## config.mk

```make
export PLATFORM = sky130hd
export DESIGN_NAME = if_fetch_unit
export DESIGN_NICKNAME = d
export VERILOG_FILES = /design/src/rtl/cpu_pkg.sv /design/src/rtl/if_fetch_buf.sv /design/src/rtl/if_fetch_unit.sv
export SDC_FILE = /design/constraint.sdc
export NUM_CORES = 1
export LEC_CHECK = 0
export ABC_AREA = 1
export BUFFER_PORTS_ARGS = -buffer_cell sky130_fd_sc_hd__buf_2
export CAP_MARGIN = 25
export CORE_MARGIN = 1.5
export CORE_UTILIZATION = 30
export CTS_CLUSTER_SIZE = 25
export DETAILED_ROUTE_END_ITERATION = 12
export HOLD_SLACK_MARGIN = 0.12
export MAX_ROUTING_LAYER = met4
export PLACE_DENSITY = 0.57
export SYNTH_ARGS = -nofsm -noshare
export SYNTH_HDL_FRONTEND = slang
export SYNTH_SLANG_ARGS = --single-unit
```

## constraint.sdc

```tcl
create_clock -name clk -period 4.95 [get_ports clk]
set_input_delay 0.7425 -clock clk [delete_from_list [all_inputs] [get_ports clk]]
set_output_delay 0.7425 -clock clk [all_outputs]
set_load 0.005 [all_outputs]
```

## src/rtl/cpu_pkg.sv

```systemverilog
// Shared CPU front-end definitions for the instruction-fetch stage.
//   fetch_state_e : fetch FSM encoding (IDLE / WAIT / KILL)
//   NOP_INSTR     : instruction word placed in IF/ID when it holds no instruction
//   CPU_RESET_PC  : default first fetch address after reset
//   CPU_PC_STEP   : default sequential PC increment
//   pc_inc()      : sequential next-PC helper (wraps modulo 2^32)
package cpu_pkg;

   typedef enum logic [1:0] {
      ST_IDLE = 2'd0,   // no request outstanding
      ST_WAIT = 2'd1,   // one request outstanding, its data is wanted
      ST_KILL = 2'd2    // one request outstanding, its data must be dropped
   } fetch_state_e;

   localparam logic [31:0] NOP_INSTR    = 32'h0000_0000;
   localparam logic [31:0] CPU_RESET_PC = 32'h0000_0000;
   localparam logic [31:0] CPU_PC_STEP  = 32'h0000_0004;

   function automatic logic [31:0] pc_inc(input logic [31:0] pc, input logic [31:0] step);
      return pc + step;
   endfunction

endpackage

```

## src/rtl/if_fetch_buf.sv

```systemverilog
// One-entry skid buffer holding an instruction response that arrived while
// the pipeline was stalled.
//   clk, rst_n : clock, asynchronous active-low reset
//   load_i     : capture instr_i / pc_i and mark the entry valid
//   drain_i    : entry consumed by IF/ID, mark it empty
//   clear_i    : flush the entry (wrong-path work), highest priority
//   instr_i    : instruction word to capture
//   pc_i       : address of instr_i
//   valid_o    : entry holds an instruction
//   instr_o    : buffered instruction
//   pc_o       : address of the buffered instruction
module if_fetch_buf
   import cpu_pkg::*;
(
   input  logic        clk,
   input  logic        rst_n,
   input  logic        load_i,
   input  logic        drain_i,
   input  logic        clear_i,
   input  logic [31:0] instr_i,
   input  logic [31:0] pc_i,
   output logic        valid_o,
   output logic [31:0] instr_o,
   output logic [31:0] pc_o
);

   logic        valid_q;
   logic [31:0] instr_q;
   logic [31:0] pc_q;

   // Entry storage: clear beats load beats drain.
   always_ff @(posedge clk or negedge rst_n) begin
      if (!rst_n) begin
         valid_q <= 1'b0;
         instr_q <= NOP_INSTR;
         pc_q    <= 32'h0000_0000;
      end else if (clear_i) begin
         valid_q <= 1'b0;
      end else if (load_i) begin
         valid_q <= 1'b1;
         instr_q <= instr_i;
         pc_q    <= pc_i;
      end else if (drain_i) begin
         valid_q <= 1'b0;
      end else begin
         valid_q <= valid_q;
      end
   end

   assign valid_o = valid_q;
   assign instr_o = instr_q;
   assign pc_o    = pc_q;

endmodule

```

## src/rtl/if_fetch_unit.sv

```systemverilog
// Instruction-fetch stage feeding ID. Owns the PC, issues at most one
// outstanding fetch over a req/gnt + rvalid handshake, parks one response in
// a skid buffer during stalls and drives the IF/ID pipeline register.
// A redirect from ID flushes wrong-path work.
//   clk, rst_n              : clock, asynchronous active-low reset
//   stall                   : hold PC and IF/ID
//   redirect, redirect_pc   : next-PC redirect resolved in ID
//   imem_req/addr/gnt       : fetch request channel (addr = pc)
//   imem_rvalid/rdata       : fetch response channel
//   if_id_valid/instr/pc/pc1: IF/ID register (instr = NOP when invalid)
//   fetch_cnt, flush_cnt    : accepted instructions, effective redirects
module if_fetch_unit
   import cpu_pkg::*;
#(
   parameter logic [31:0] RESET_PC = CPU_RESET_PC,
   parameter logic [31:0] PC_STEP  = CPU_PC_STEP,
   parameter int          CNT_W    = 32
) (
   input  logic             clk,
   input  logic             rst_n,
   input  logic             stall,
   input  logic             redirect,
   input  logic [31:0]      redirect_pc,
   output logic             imem_req,
   output logic [31:0]      imem_addr,
   input  logic             imem_gnt,
   input  logic             imem_rvalid,
   input  logic [31:0]      imem_rdata,
   output logic             if_id_valid,
   output logic [31:0]      if_id_instr,
   output logic [31:0]      if_id_pc,
   output logic [31:0]      if_id_pc1,
   output logic [CNT_W-1:0] fetch_cnt,
   output logic [CNT_W-1:0] flush_cnt
);

   fetch_state_e     state_q, state_d;
   logic [31:0]      pc_q, pc_d;
   logic [31:0]      req_pc_q, req_pc_d;
   logic             ifid_valid_q, ifid_valid_d;
   logic [31:0]      ifid_instr_q, ifid_instr_d;
   logic [31:0]      ifid_pc_q, ifid_pc_d;
   logic [31:0]      ifid_pc1_q, ifid_pc1_d;
   logic [CNT_W-1:0] fetch_cnt_q, fetch_cnt_d;
   logic [CNT_W-1:0] flush_cnt_q, flush_cnt_d;

   logic             redir_eff_s;
   logic             rsp_want_s;
   logic             req_s;
   logic             accept_s;
   logic             fb_load_s;
   logic             fb_drain_s;
   logic             fb_valid_s;
   logic [31:0]      fb_instr_s;
   logic [31:0]      fb_pc_s;

   // Handshake qualifiers. A redirect during a stall is ignored because ID's
   // operands are stale then. The request is combinational so a same-cycle
   // gnt followed by next-cycle rvalid sustains one fetch per cycle.
   always_comb begin
      redir_eff_s = redirect & ~stall;
      rsp_want_s  = (state_q == ST_WAIT) & imem_rvalid;
      req_s       = ~redir_eff_s & ~fb_valid_s &
                    ((state_q == ST_IDLE) | (rsp_want_s & ~stall));
      accept_s    = req_s & imem_gnt;
      // A stall already rules out an effective redirect.
      fb_load_s   = rsp_want_s & stall;
      fb_drain_s  = fb_valid_s & ~stall & ~redir_eff_s;
   end

   if_fetch_buf u_fb (
      .clk     (clk),
      .rst_n   (rst_n),
      .load_i  (fb_load_s),
      .drain_i (fb_drain_s),
      .clear_i (redir_eff_s),
      .instr_i (imem_rdata),
      .pc_i    (req_pc_q),
      .valid_o (fb_valid_s),
      .instr_o (fb_instr_s),
      .pc_o    (fb_pc_s)
   );

   // Fetch FSM next state: tracks whether the outstanding response is wanted.
   always_comb begin
      state_d = state_q;
      case (state_q)
         ST_IDLE: begin
            if (accept_s) state_d = ST_WAIT;
            else          state_d = ST_IDLE;
         end
         ST_WAIT: begin
            if (redir_eff_s)      state_d = imem_rvalid ? ST_IDLE : ST_KILL;
            else if (imem_rvalid) state_d = accept_s ? ST_WAIT : ST_IDLE;
            else                  state_d = ST_WAIT;
         end
         ST_KILL: begin
            if (imem_rvalid) state_d = ST_IDLE;
            else             state_d = ST_KILL;
         end
         default: state_d = ST_IDLE;
      endcase
   end

   // PC, IF/ID and counter next state; redirect has the highest priority.
   always_comb begin
      pc_d         = pc_q;
      req_pc_d     = req_pc_q;
      ifid_valid_d = ifid_valid_q;
      ifid_instr_d = ifid_instr_q;
      ifid_pc_d    = ifid_pc_q;
      ifid_pc1_d   = ifid_pc1_q;
      fetch_cnt_d  = fetch_cnt_q;
      flush_cnt_d  = flush_cnt_q;

      if (redir_eff_s)   pc_d = redirect_pc;
      else if (accept_s) pc_d = pc_inc(pc_q, PC_STEP);
      else               pc_d = pc_q;

      if (accept_s) req_pc_d = pc_q;
      else          req_pc_d = req_pc_q;

      if (redir_eff_s) begin
         ifid_valid_d = 1'b0;
         ifid_instr_d = NOP_INSTR;
      end else if (stall) begin
         ifid_valid_d = ifid_valid_q;
      end else if (fb_valid_s) begin
         ifid_valid_d = 1'b1;
         ifid_instr_d = fb_instr_s;
         ifid_pc_d    = fb_pc_s;
         ifid_pc1_d   = pc_inc(fb_pc_s, PC_STEP);
      end else if (rsp_want_s) begin
         ifid_valid_d = 1'b1;
         ifid_instr_d = imem_rdata;
         ifid_pc_d    = req_pc_q;
         ifid_pc1_d   = pc_inc(req_pc_q, PC_STEP);
      end else begin
         // Bubble: pc fields keep their last value.
         ifid_valid_d = 1'b0;
         ifid_instr_d = NOP_INSTR;
      end

      if (rsp_want_s & ~redir_eff_s) fetch_cnt_d = fetch_cnt_q + CNT_W'(1);
      else                           fetch_cnt_d = fetch_cnt_q;

      if (redir_eff_s) flush_cnt_d = flush_cnt_q + CNT_W'(1);
      else             flush_cnt_d = flush_cnt_q;
   end

   // State registers.
   always_ff @(posedge clk or negedge rst_n) begin
      if (!rst_n) begin
         state_q      <= ST_IDLE;
         pc_q         <= RESET_PC;
         req_pc_q     <= 32'h0000_0000;
         ifid_valid_q <= 1'b0;
         ifid_instr_q <= NOP_INSTR;
         ifid_pc_q    <= 32'h0000_0000;
         ifid_pc1_q   <= 32'h0000_0000;
         fetch_cnt_q  <= '0;
         flush_cnt_q  <= '0;
      end else begin
         state_q      <= state_d;
         pc_q         <= pc_d;
         req_pc_q     <= req_pc_d;
         ifid_valid_q <= ifid_valid_d;
         ifid_instr_q <= ifid_instr_d;
         ifid_pc_q    <= ifid_pc_d;
         ifid_pc1_q   <= ifid_pc1_d;
         fetch_cnt_q  <= fetch_cnt_d;
         flush_cnt_q  <= flush_cnt_d;
      end
   end

   assign imem_req    = req_s;
   assign imem_addr   = pc_q;
   assign if_id_valid = ifid_valid_q;
   assign if_id_instr = ifid_instr_q;
   assign if_id_pc    = ifid_pc_q;
   assign if_id_pc1   = ifid_pc1_q;
   assign fetch_cnt   = fetch_cnt_q;
   assign flush_cnt   = flush_cnt_q;

endmodule

```

# ---- Word-level counts from Yosys, hierarchy flattened
# Cells that the tools add are included.
dict set report op_classes {
  div_mod_pow 0
  n_lt_le_gt_ge 0
  bitwise 14
  n_shift 0
  mux 22
  add_sub_neg 5
  multipliers 0
  reduce_logical 6
  eq_ne 3
}
# operator count
set op_table {}
lappend op_table {{$mux W32} 10}
lappend op_table {{$add A32 B3 Y32 const B} 3}
lappend op_table {{$add A32 B1 Y32 const B} 2}
lappend op_table {{$and A1 B1 Y1} 10}
lappend op_table {{$mux W1} 8}
lappend op_table {{$mux W2} 3}
lappend op_table {{$pmux W2 S3} 1}
lappend op_table {{$reduce_bool A2 Y1} 2}
lappend op_table {{$not A1 Y1} 3}
lappend op_table {{$reduce_and A3 Y1} 1}
lappend op_table {{$reduce_bool A3 Y1} 1}
lappend op_table {{$eq A2 B1 Y1 const B} 1}
lappend op_table {{$eq A2 B2 Y1 const B} 1}
lappend op_table {{$logic_not A2 Y1} 1}
lappend op_table {{$ne A2 B1 Y1 const B} 1}
lappend op_table {{$reduce_and A2 Y1} 1}
lappend op_table {{$or A1 B1 Y1} 1}
dict set report word_totals {
  elab_cells 62
  ramBits 0
  romBits 0
  latchBits 0
  register_bits 292
  mem_count 0
}

# ---- Longest topological paths before layout
dict set report depth {
  ltp_word 10
  mapped_depth 14
}

# ---- Hierarchy
# A second synthesis with hierarchy kept.
dict set report unflattened {
  hier_cells 1976
  area_unflattened_um2 15049.4
}
# mod seq_area_each_um2 area_per_inst_um2 cells_each n_inst
set by_module_without_submodules {}
lappend by_module_without_submodules {if_fetch_unit 5630.4 12462.0 1693 1}
lappend by_module_without_submodules {if_fetch_buf 1626.6 2587.5 283 1}

# ---- Worst setup path before layout
# Ideal clock, no wire load.
dict set report synth_timing {
  path_kind {input -> output}
  start {input redirect}
  end {output imem_req}
  path_slack_ps 2918
  path_stages 4
  arrival_time_ps 1290
  path_cell_list {inv_2 -> nor2_4 -> clkbuf_1 -> nor2_1}
}
dict set report synth_between {
  elab_chain_len 4
}
# element line_no
set synth_rtl {}
lappend synth_rtl {{start: declaration} if_fetch_unit.sv:22} ;# input logic redirect,
lappend synth_rtl {{$and A1 B1 Y1} if_fetch_unit.sv:61} ;# redir_eff_s = redirect & ~stall;
lappend synth_rtl {{$not A1 Y1 (no line)} -}
lappend synth_rtl {{$and A1 B1 Y1 (2 in a row)} if_fetch_unit.sv:63} ;# req_s = ~redir_eff_s & ~fb_valid_s &
lappend synth_rtl {{end: declaration} if_fetch_unit.sv:24} ;# output logic imem_req,
# Every way passes these cells.

# ---- Worst setup path in the final report
dict set report layout_timing {
  start {register u_fb.valid_q (netlist: u_fb.valid_o)}
  end {register pc_q[12] (netlist: imem_addr[12])}
}
dict set report layout_between {
  elab_chain_len 5
}
# element line_no
set layout_rtl {}
lappend layout_rtl {{start: declaration} if_fetch_buf.sv:27} ;# logic valid_q;
lappend layout_rtl {{start signal: assignment} if_fetch_buf.sv:46} ;# valid_q <= valid_q;
lappend layout_rtl {{$not A1 Y1} if_fetch_unit.sv:63}
lappend layout_rtl {{$and A1 B1 Y1 (2 in a row)} if_fetch_unit.sv:63}
lappend layout_rtl {{$and A1 B1 Y1} if_fetch_unit.sv:65} ;# accept_s = req_s & imem_gnt;
lappend layout_rtl {{$reduce_bool A2 Y1 (no line)} -}
lappend layout_rtl {{end signal: assignment} if_fetch_unit.sv:165} ;# pc_q <= pc_d;
lappend layout_rtl {{end: declaration} if_fetch_unit.sv:38} ;# logic [31:0] pc_q, pc_d;
# Every way passes these cells.
# A chain may end at the register's enable or synchronous reset.

==> summary.md <==
| Metric | Value |
|---|---|
| Vias in the first global route | 11800 |
| Final cell count without fillers | 2589 |
| Hold_ws | 0.1784 ns |
| Setup TNS | 0 ns |
| Synthesized instance count | between 1500 and 2000 |
| Worst-path fanout max | 75 |
| Root Driver | clkbuf_16 |
| Max Used Layer | met4 |
| CTS tree | yes |
| Clk sink count | 290 |
| Area occupied by multi-input gates | between 6000 and 7000 sq um |
| Hold_buf cts | 0 |
| Mean Syn Cell Area | about 8.3 sq um |
| Final min period | 2.997 ns |
| Worst reg2reg path depth | 8 |
| Number of max-cap violations | 0 |
| Total global routing overflow | 0 |
| Hold Violations, Final | 0 |
| Post-placement cell count | about 2500 |
| Post-Syn Area | approximately 14000 sq um |
| Main area contributors after synthesis | dfrtp_1 51%, nand2_1 15%, mux2_2 4.6% |
| Largest net degree at the start of global routing | 94 |
| DRC | 0 |
| Worst Setup End Kind | flop |
| Setup slack at placement | around 1.5 ns |
| Peak VDD IR | approximately 230 uV |
| Clock buffer depth | 3 |
| Final antenna-violating net count | 0 |
| Max stage delay on crit path | just over 0.9 ns |
| Slowest-stage cell, CP | dfrtp_2 |
| DRT Pass-1 Iters | 7 |
| Routability cong. | 0.8806 |
| Vias/cell | ~4.7 |
| Arrival time worst endpoint | around 3.5 ns |
| Overall Global Routing Usage | 17.96% |
| CP Launch Type | flop |
| Top cell type's share of synthesized area | about half |
| Clock Pin Slew Worst Setup and Hold Paths | roughly 0.060 ns |
| Final period utilization | between 60% and 70% |
| Post-synthesis register bit count | 290 |
| Hold Path Class | input pin to async pin |
| P per Cell Area | between 500 and 600 nW/um^2 |
| Crit path kind | flop to flop |
| Critical-path cell list | buf_4 > nor2_1 > nand3_2 > buf_4 > inv_1 > nand3_1 > o21ai_0 > nor2_1 |
| Nets | around 2000 |
| Clock latency on the worst-skew pair | ~0.54 ns |
| Unrepaired setup endpoints after global routing | false |
| LEAKAGE | between 8 and 9 nW |
| First-pass GRT wire length | approximately 67 mm |
| Outcome | complete, no violations |
| Final Slew Violations | 0 |
| I/O pin count | ~260 |
| Vias after detailed routing | 12250 |
| Worst path required time | about 5.4 ns |
| Site Rows | 79 |
| Final clock skew | 0.01547 ns |
| Layout cells sized above 1 | between 20% and 30% |
| Synth Warn # | 0 |
| CTS HTree Levels | 2 |
| Initial Util | 30.50% |
| Initial drt markers | approximately 960 |
| Filler cell count in the final layout | a little under 5000 |
| Initial antenna violation count | 4 |
| Max-slew headroom at the worst pin | ~36% |
| Setup slack after layout | between 1.5 and 2 ns |
| Met2 WL | 18.56 mm |
| Main synth FF type | dfrtp_1 |
| Die area | 48750 sq um |
| Fraction of registers with async set/reset | 100.0% |
| Synth cell types | between 40 and 50 |
| Worst r2r dst | imem_addr[12] |
| Register area | 7258 sq um |
| Post-detail-place hpwl | 30.35 mm |
| Cts repair resizes | 0 |
| Die W | 220.8 um |
| TritonCTS Buffers | 36 |
| Largest area contributor in the netlist | dfrtp_1 |
| Area of the core | about 47000 sq um |
| Post-synth EDFFs | 0 |
| CP endpoint | imem_addr[12] |
| DP Area | roughly 16000 sq um |
| Metal3 WL | between 2 and 2.5 mm |
| Post-route cell area | around 17000 sq um |
| Register area share after synthesis | between 50% and 60% |
| Port Buf Inserts | between 200 and 300 |
| RR Startpoint | u_fb.valid_o |
| CP Launch Point | u_fb.valid_o |
| Drt total wl | approximately 42 mm |
| WL met1 | around 20 mm |
| Worst-margin pin slew | a little under 1 ns |
| Final Setup Violations | 0 |
| P&R area growth vs syn | 21.46% |
| Syn Nets | ~1800 |
| Routed len/inst | ~16 um |
| Die Height | between 200 and 250 um |
| Post-CTS Setup Inserts | 0 |
| R2r setup slk | about 2.0 ns |
| Peak Freq | about 0.33 GHz |
-- layer usage --
metal | vias to the layer above | global-route usage (%)
met4 | 0 | 5.473
li1 | 6023 | -
met3 | 74 | 3.107
met5 | - | -
met2 | 320 | 26.13
met1 | 5830 | 25.37
-- flip-flops by register name (all words and copies together), names as in the netlist --
register and count:
if_id_instr 32, if_id_pc 32, u_fb.instr_o 32, flush_cnt 32, imem_addr 32, state_q 2, fetch_cnt 32, if_id_pc1 30
u_fb.pc_o 32, u_fb.valid_o 1, req_pc_q 32, if_id_valid 1
-- through the flow --
stage | power (mW) | utilization (%)
3_5_place_dp | 6.490 | 34.50
2_1_floorplan | 5.301 | -
4_1_cts | 9.186 | 37.03
6_report | 9.063 | 37.05
3_3_place_gp | 6.412 | 34.50
5_1_grt | 9.749 | 37.05
-- synth_stat cells, drive strengths merged, types with 3 or more instances --
cell type and count:
o22ai 5, dfrtp 290, o211ai 10, nor3 30, a21oi 54, nand3 90, buf 46, nand4 20
xor2 40, nor2 192, xnor2 27, nand3b 5, inv 111, nand2 568, mux2 59, clkbuf 20
ha 4, a31oi 11, a22oi 3, o21ai 113
-- worst min-delay path by stage --
stage,cells after the start,from,slack [ns],end
floorplan,2,u_fb.pc_o[31],0.43,u_fb.pc_o[31]
global placement,2,u_fb.pc_o[31],0.46,u_fb.pc_o[31]
detailed placement,1,fetch_cnt[31],0.46,fetch_cnt[31]
CTS,1,rst_n,0.19,if_id_pc1[21]
global route,1,rst_n,0.22,if_id_pc1[16]
finish,1,rst_n,0.18,if_id_pc1[16]
-- worst max-delay path: cells and delay by family, from the launching register on --
family	cells	cell delay (ns)
flops	1	0.92
compound gates	1	0.09
buf+inv	3	1.41
simple gates	4	0.46
-- report_power, final --
part / internal, mW / switching (mW)
logic: 1.05 / 1.53
registers: 3.17 / 0.688
clock network: 1.61 / 1.02
-- layout make-up --
class	instances	area share (%)
tap	607	4.394
multi-input combinational	1241	35.88
clock inverter	12	0.8470
inverter	111	2.454
antenna	4	0.05791
sequential	290	41.99
clock buffer	49	5.965
timing repair buffer	275	8.412
-- kinds of logic after synthesis --
family          share of synthesized area (%)
flops                                   51.00
simple gates                            26.76
mux                                     4.669
xor+xnor                                4.124
buf+inv                                 5.513
fa+ha+maj                              0.3517
compound gates                          7.588
-- cells in the final DEF (no fill, tap or decap), types with 25 or more instances in the layout --
cell,count
nand2_1,551
dfrtp_1,289
buf_2,262
nor2_1,172
o21ai_0,109
inv_1,105
nand3_1,86
mux2_2,58
a21oi_1,54
xor2_1,40
clkbuf_16,37
xnor2_1,27
nor3_1,25
Note: power is estimated with default switching activity, not from simulation.
